$ cat config.mk
export PLATFORM = sky130hd
export DESIGN_NAME = pc_fetch_sequencer
export DESIGN_NICKNAME = d
export VERILOG_FILES = /design/src/rtl/pc_fetch_sequencer.sv
export SDC_FILE = /design/constraint.sdc
export NUM_CORES = 1
export LEC_CHECK = 0
export BUFFER_PORTS_ARGS = -buffer_cell sky130_fd_sc_hd__buf_2
export CAP_MARGIN = 20
export CORE_ASPECT_RATIO = 0.7
export CORE_UTILIZATION = 37
export CTS_CLUSTER_DIAMETER = 100
export DETAILED_ROUTE_END_ITERATION = 16
export GPL_TIMING_DRIVEN = 1
export SETUP_SLACK_MARGIN = 0.3
export SYNTH_ARGS = -nofsm -noshare
export SYNTH_HDL_FRONTEND = slang
export SYNTH_SLANG_ARGS = --single-unit
$ cat constraint.sdc
create_clock -name clk -period 3.95 [get_ports clk]
set_clock_uncertainty 0.15 [all_clocks]
set_input_delay 0.395 -clock clk [delete_from_list [all_inputs] [get_ports clk]]
set_output_delay 0.395 -clock clk [all_outputs]
set_load 0.01 [all_outputs]
$ cat src/rtl/pc_fetch_sequencer.sv
// pc_fetch_sequencer
//   Owns the program counter, fetches from instruction memory over a
//   req/ready handshake and buffers one instruction for decode. Next PC is
//   one of: sequential PC+4, branch target, J-type jump target, JR register.
//
// Ports:
//   clk, rst_n            clock, async active-low reset
//   imem_req/addr         fetch request and address (= pc)
//   imem_ready/rdata      memory response; transfer = imem_req & imem_ready
//   instr_valid/instr     buffered instruction for decode
//   instr_pc/instr_pc4    address of buffered instruction and address + 4
//   stall                 decode cannot accept the buffered instruction
//   br_taken/br_offset    taken branch and its 16-bit word offset
//   jump                  J/JAL on buffered instruction
//   jr/jr_target          JR on buffered instruction and its register value
//   redirect_flush        one-cycle pulse after a taken control transfer
//   misaligned            sticky: JR target not word aligned (block halts)
module pc_fetch_sequencer #(
  parameter logic [31:0] RESET_VECTOR = 32'h0000_0000
) (
  input  logic        clk,
  input  logic        rst_n,
  output logic        imem_req,
  output logic [31:0] imem_addr,
  input  logic        imem_ready,
  input  logic [31:0] imem_rdata,
  output logic        instr_valid,
  output logic [31:0] instr,
  output logic [31:0] instr_pc,
  output logic [31:0] instr_pc4,
  input  logic        stall,
  input  logic        br_taken,
  input  logic [15:0] br_offset,
  input  logic        jump,
  input  logic        jr,
  input  logic [31:0] jr_target,
  output logic        redirect_flush,
  output logic        misaligned
);

  typedef enum logic {S_FETCH = 1'b0, S_ERROR = 1'b1} state_t;

  state_t      state_q, state_d;
  logic [31:0] pc_q, pc_d;
  logic [31:0] instr_q, instr_d;
  logic [31:0] instr_pc_q, instr_pc_d;
  logic        instr_valid_q, instr_valid_d;
  logic        flush_q, flush_d;
  logic        misaligned_q, misaligned_d;

  logic        consume, redirect, jr_bad, xfer;
  logic [31:0] jmp_tgt, br_tgt, tgt;

  assign consume   = instr_valid_q & ~stall;
  assign redirect  = consume & (jr | jump | br_taken);
  // jr has top priority, so a misaligned JR halts even if jump/br also set
  assign jr_bad    = redirect & jr & (|jr_target[1:0]);
  assign xfer      = imem_req & imem_ready;

  assign instr_pc4 = instr_pc_q + 32'd4;
  // Jump uses instr_pc4 upper bits so a wrapped PC selects the new region
  assign jmp_tgt   = {instr_pc4[31:28], instr_q[25:0], 2'b00};
  assign br_tgt    = instr_pc4 + {{14{br_offset[15]}}, br_offset, 2'b00};
  assign tgt       = jr ? jr_target : (jump ? jmp_tgt : br_tgt);

  // ---- FSM: state register ----
  always_ff @(posedge clk or negedge rst_n) begin
    if (!rst_n) state_q <= S_FETCH;
    else        state_q <= state_d;
  end

  // ---- FSM: next state ----
  always_comb begin
    state_d = state_q;
    if (state_q == S_FETCH && jr_bad) state_d = S_ERROR;
  end

  // ---- FSM: outputs ----
  // rst_n gates the request so it drops the moment reset is asserted
  always_comb begin
    imem_req = rst_n & (state_q == S_FETCH) & (~instr_valid_q | consume) & ~redirect;
  end

  // ---- datapath next values ----
  always_comb begin
    pc_d          = pc_q;
    instr_d       = instr_q;
    instr_pc_d    = instr_pc_q;
    instr_valid_d = instr_valid_q;
    flush_d       = 1'b0;
    misaligned_d  = misaligned_q;
    if (state_q == S_FETCH) begin
      if (jr_bad) begin
        instr_valid_d = 1'b0;
        misaligned_d  = 1'b1;
      end else if (redirect) begin
        pc_d          = tgt;
        instr_valid_d = 1'b0;
        flush_d       = 1'b1;
      end else if (xfer) begin
        instr_d       = imem_rdata;
        instr_pc_d    = pc_q;
        instr_valid_d = 1'b1;
        pc_d          = pc_q + 32'd4;
      end else if (consume) begin
        instr_valid_d = 1'b0;
      end
    end
  end

  always_ff @(posedge clk or negedge rst_n) begin
    if (!rst_n) begin
      pc_q          <= RESET_VECTOR;
      instr_q       <= 32'd0;
      instr_pc_q    <= RESET_VECTOR;
      instr_valid_q <= 1'b0;
      flush_q       <= 1'b0;
      misaligned_q  <= 1'b0;
    end else begin
      pc_q          <= pc_d;
      instr_q       <= instr_d;
      instr_pc_q    <= instr_pc_d;
      instr_valid_q <= instr_valid_d;
      flush_q       <= flush_d;
      misaligned_q  <= misaligned_d;
    end
  end

  assign imem_addr      = pc_q;
  assign instr          = instr_q;
  assign instr_pc       = instr_pc_q;
  assign instr_valid    = instr_valid_q & (state_q == S_FETCH);
  assign redirect_flush = flush_q;
  assign misaligned     = misaligned_q;

endmodule

==> out/metrics.cfg <==
[global_routing]
grt_usage_pct=28.1
grt_max_degree=59
grt_remaining_overflow=0
grt_pass1_wl_mm=42.6
grt_pass1_vias=6928
antenna_found_initial=1

[synth]
synthCells=918
synth-simple-area-share_pct=27.1
synth_compound_area_share_pct=21.8
synthXorXnorAreaFrac_pct=5.30
seq_area_frac_synth_pct=34.1
synth_top_area_cell=dfrtp_1
async_reset_ff_share_pct=100
synth_fp_nets=1041
synth_flop_cell=dfrtp_1
avgSynthCellArea_sq_um=7.91
synth_mux_area_share_pct=1.67
synth_fa_ha_area_share_pct=6.30
synthesis.area_sq_mm=0.00726
synth.distinct_cells=77
synth_seq_cells=99
synthTopCellsByArea=dfrtp_1, nand2_1, ha_1
synth_top_family_by_area=simple AND/OR/NAND/NOR gates
synth_top_area_share_pct=34.1
synth_edf_count=0
yosysWarnings=0

[cts]
clock-sinks=99
htree_num_levels=3
cts_buffer_depth=2
cts_buffers=9
insertion_delay_ns=0.36
cts_tree=yes
hold_buffers=0
clk_pin_slew_ns=0.08
root_buffer=clkbuf_16

[run_status]
status=complete, no violations

[final_layout]
nFillCells=1895
final_area_sq_mm=0.00959
layout_commonest_cell=nand2_1
layout.nets=1276
final_layout_size_suffix_gt1_share_pct=32.4
area_growth_pct=32.0
final_cell_mix=nand2_1, buf_2, dfrtp_1, a21oi_1, buf_4
multi_input_area_sq_mm=0.00494
seqCellArea_sq_mm=0.00249

[drt]
wl_per_cell_microns=20.1
num_vias=7814
vias_per_cell=5.49
finalWirelength_mm=28.5
route.antenna.remaining_nets=0
initialDrtViolationCount=644
drc_errors=0
firstDrtPassIters=5

[worst_setup_path]
worst_path_max_delay_cell=dfrtp_2
worstPathRequired_ns=4.07
critical-path-top-delay-family=compound AO/OA/AOI/OAI gates
cp-start-kind=flip-flop
arrival_ns=3.68
slowest_delay_ns=0.41
endpoint_kind=flip-flop
crit_path_max_fanout=5
critPathKind=flip-flop to flip-flop
cp_num_buf_inv=1
path_cells=and4_1, nand4_1, buf_4, nor2_4, xor2_2, ha_4, a21o_1, or3_1, o21ba_4, a21o_4, a221oi_2, xor2_1, o31ai_1

[die]
coreArea_sq_mm=0.0191
start_util_pct=38.1
die_w_microns=169
rows=42
ios=219
dieArea_sq_mm=0.0202
die_h_microns=119

[run]
cap_viol_max_count=0

[power_and_ir_drop]
power_leakage_nw=4.79
fin_total_pwr_mw=7.14
power.density_mw_per_mm2=744
irDropWorstVdd_v=0.000350

[timing]
worstMarginPinSlew_ns=0.815
relSlewSlack_pct=45.5
finalSetupTns_ns=0
period_share_pct=90.0
maxSlewViolCount=0
hold_viol=0
grt_setup_unrepaired=true
fin_crit_ns=3.55
setup_viol_count_final=0
fmax_ghz=0.281

[hold_path]
min_path_type=primary input to flip-flop

[place]
postPlaceCellArea_sq_mm=0.00863
numPortBuffers=218
hpwl_mm=21.3
gp_congestion=0.891

layout make-up:
| type | instances | area share [%] |
|---|---|---|
| sequential | 99 | 25.9 |
| inverter | 13 | 0.509 |
| clock buffer | 9 | 2.35 |
| tap | 264 | 3.45 |
| clock inverter | 6 | 0.600 |
| timing repair buffer | 271 | 15.6 |
| antenna | 2 | 0.0522 |
| multi-input combinational | 759 | 51.6 |
tightest hold or removal path, cell delays in order:
cell and delay (ns):
buf_2 0.07, nand2_1 0.04, nand2_1 0.05
per-layer routing:
| layer | track usage (%) | vias to the layer above | part of all wire [%] |
|---|---|---|---|
| met5 | 0 | - | 0 |
| met4 | 3.77 | 0 | 0.51 |
| met3 | 7.31 | 10 | 10 |
| met2 | 35.6 | 400 | 38 |
| met1 | 46.6 | 3650 | 51 |
| li1 | - | 3754 | - |
flip-flops by register name, indices dropped and copies added, names as in the netlist:
signal,count
instr_valid_q,1
state_q,1
imem_addr,32
instr_pc,32
redirect_flush,1
instr,32
repair_timing:
| item | 4_1_cts | 5_1_grt |
|---|---|---|
| pin swaps | 6 | 36 |
| buffers inserted | 8 | 23 |
| setup endpoints to repair | 10 | 16 |
| endpoints found under the hold margin | 0 | 0 |
| resized for setup | 28 | 59 |
where the power goes:
part,total (mW),switching [mW],internal (mW),leakage (nW)
registers,2.12,0.652,1.47,1.22
logic,4.12,2.34,1.78,3.42
clock network,0.895,0.455,0.440,0.140
total,7.14,3.44,3.69,4.79
path summary, 6_finish.rpt:
path	slack [ns]	startpoint	cells after the start	endpoint
worst min-delay path	0.06	imem_rdata[26]	3	instr[26]
worst max register to register	0.40	instr_pc[15]	13	imem_addr[31]
min in group asynchronous	0.07	rst_n	2	imem_addr[13]
worst max-delay path	0.40	instr_pc[15]	13	imem_addr[31]
max in group asynchronous	2.52	rst_n	3	instr_pc[25]
worst min register to register	0.32	instr[31]	2	instr[31]
cells in the mapped netlist, drive strengths merged, types with 6 or more instances:
cell type	count
nand2	258
dfrtp	99
a21oi	62
o21ai	59
nor2	49
ha	35
nand3	32
xnor2	25
clkbuf	24
buf	23
a21o	21
xor2	19
o211ai	17
and3	16
nand4	14
a211oi	13
a31oi	12
inv	12
mux2i	11
nor3	10
and2	9
and4	8
o221ai	6
o22ai	6
or3	6
logic make-up after synthesis:
group	count (synthesis)
buffers and inverters	60
adder cells (fa/ha/maj)	36
multiplexers	12
AO/OA/AOI/OAI	240
flip-flops	99
XOR/XNOR	44
AND/OR/NAND/NOR	427
stage by stage:
step / setup slack (ns) / utilization [%] / instances / hold slack, ns
floorplan: 0.393 / - / 918 / -0.0506
global placement: -0.162 / 45.2 / 1375 / 0.304
detailed placement: -0.107 / 45.2 / 1375 / 0.309
CTS: 0.294 / 47.7 / 1398 / 0.0522
global route: 0.187 / 50.2 / 1421 / 0.0587
finish: 0.396 / 50.3 / 1423 / 0.0649
Note: power is estimated with default switching activity, not from simulation.
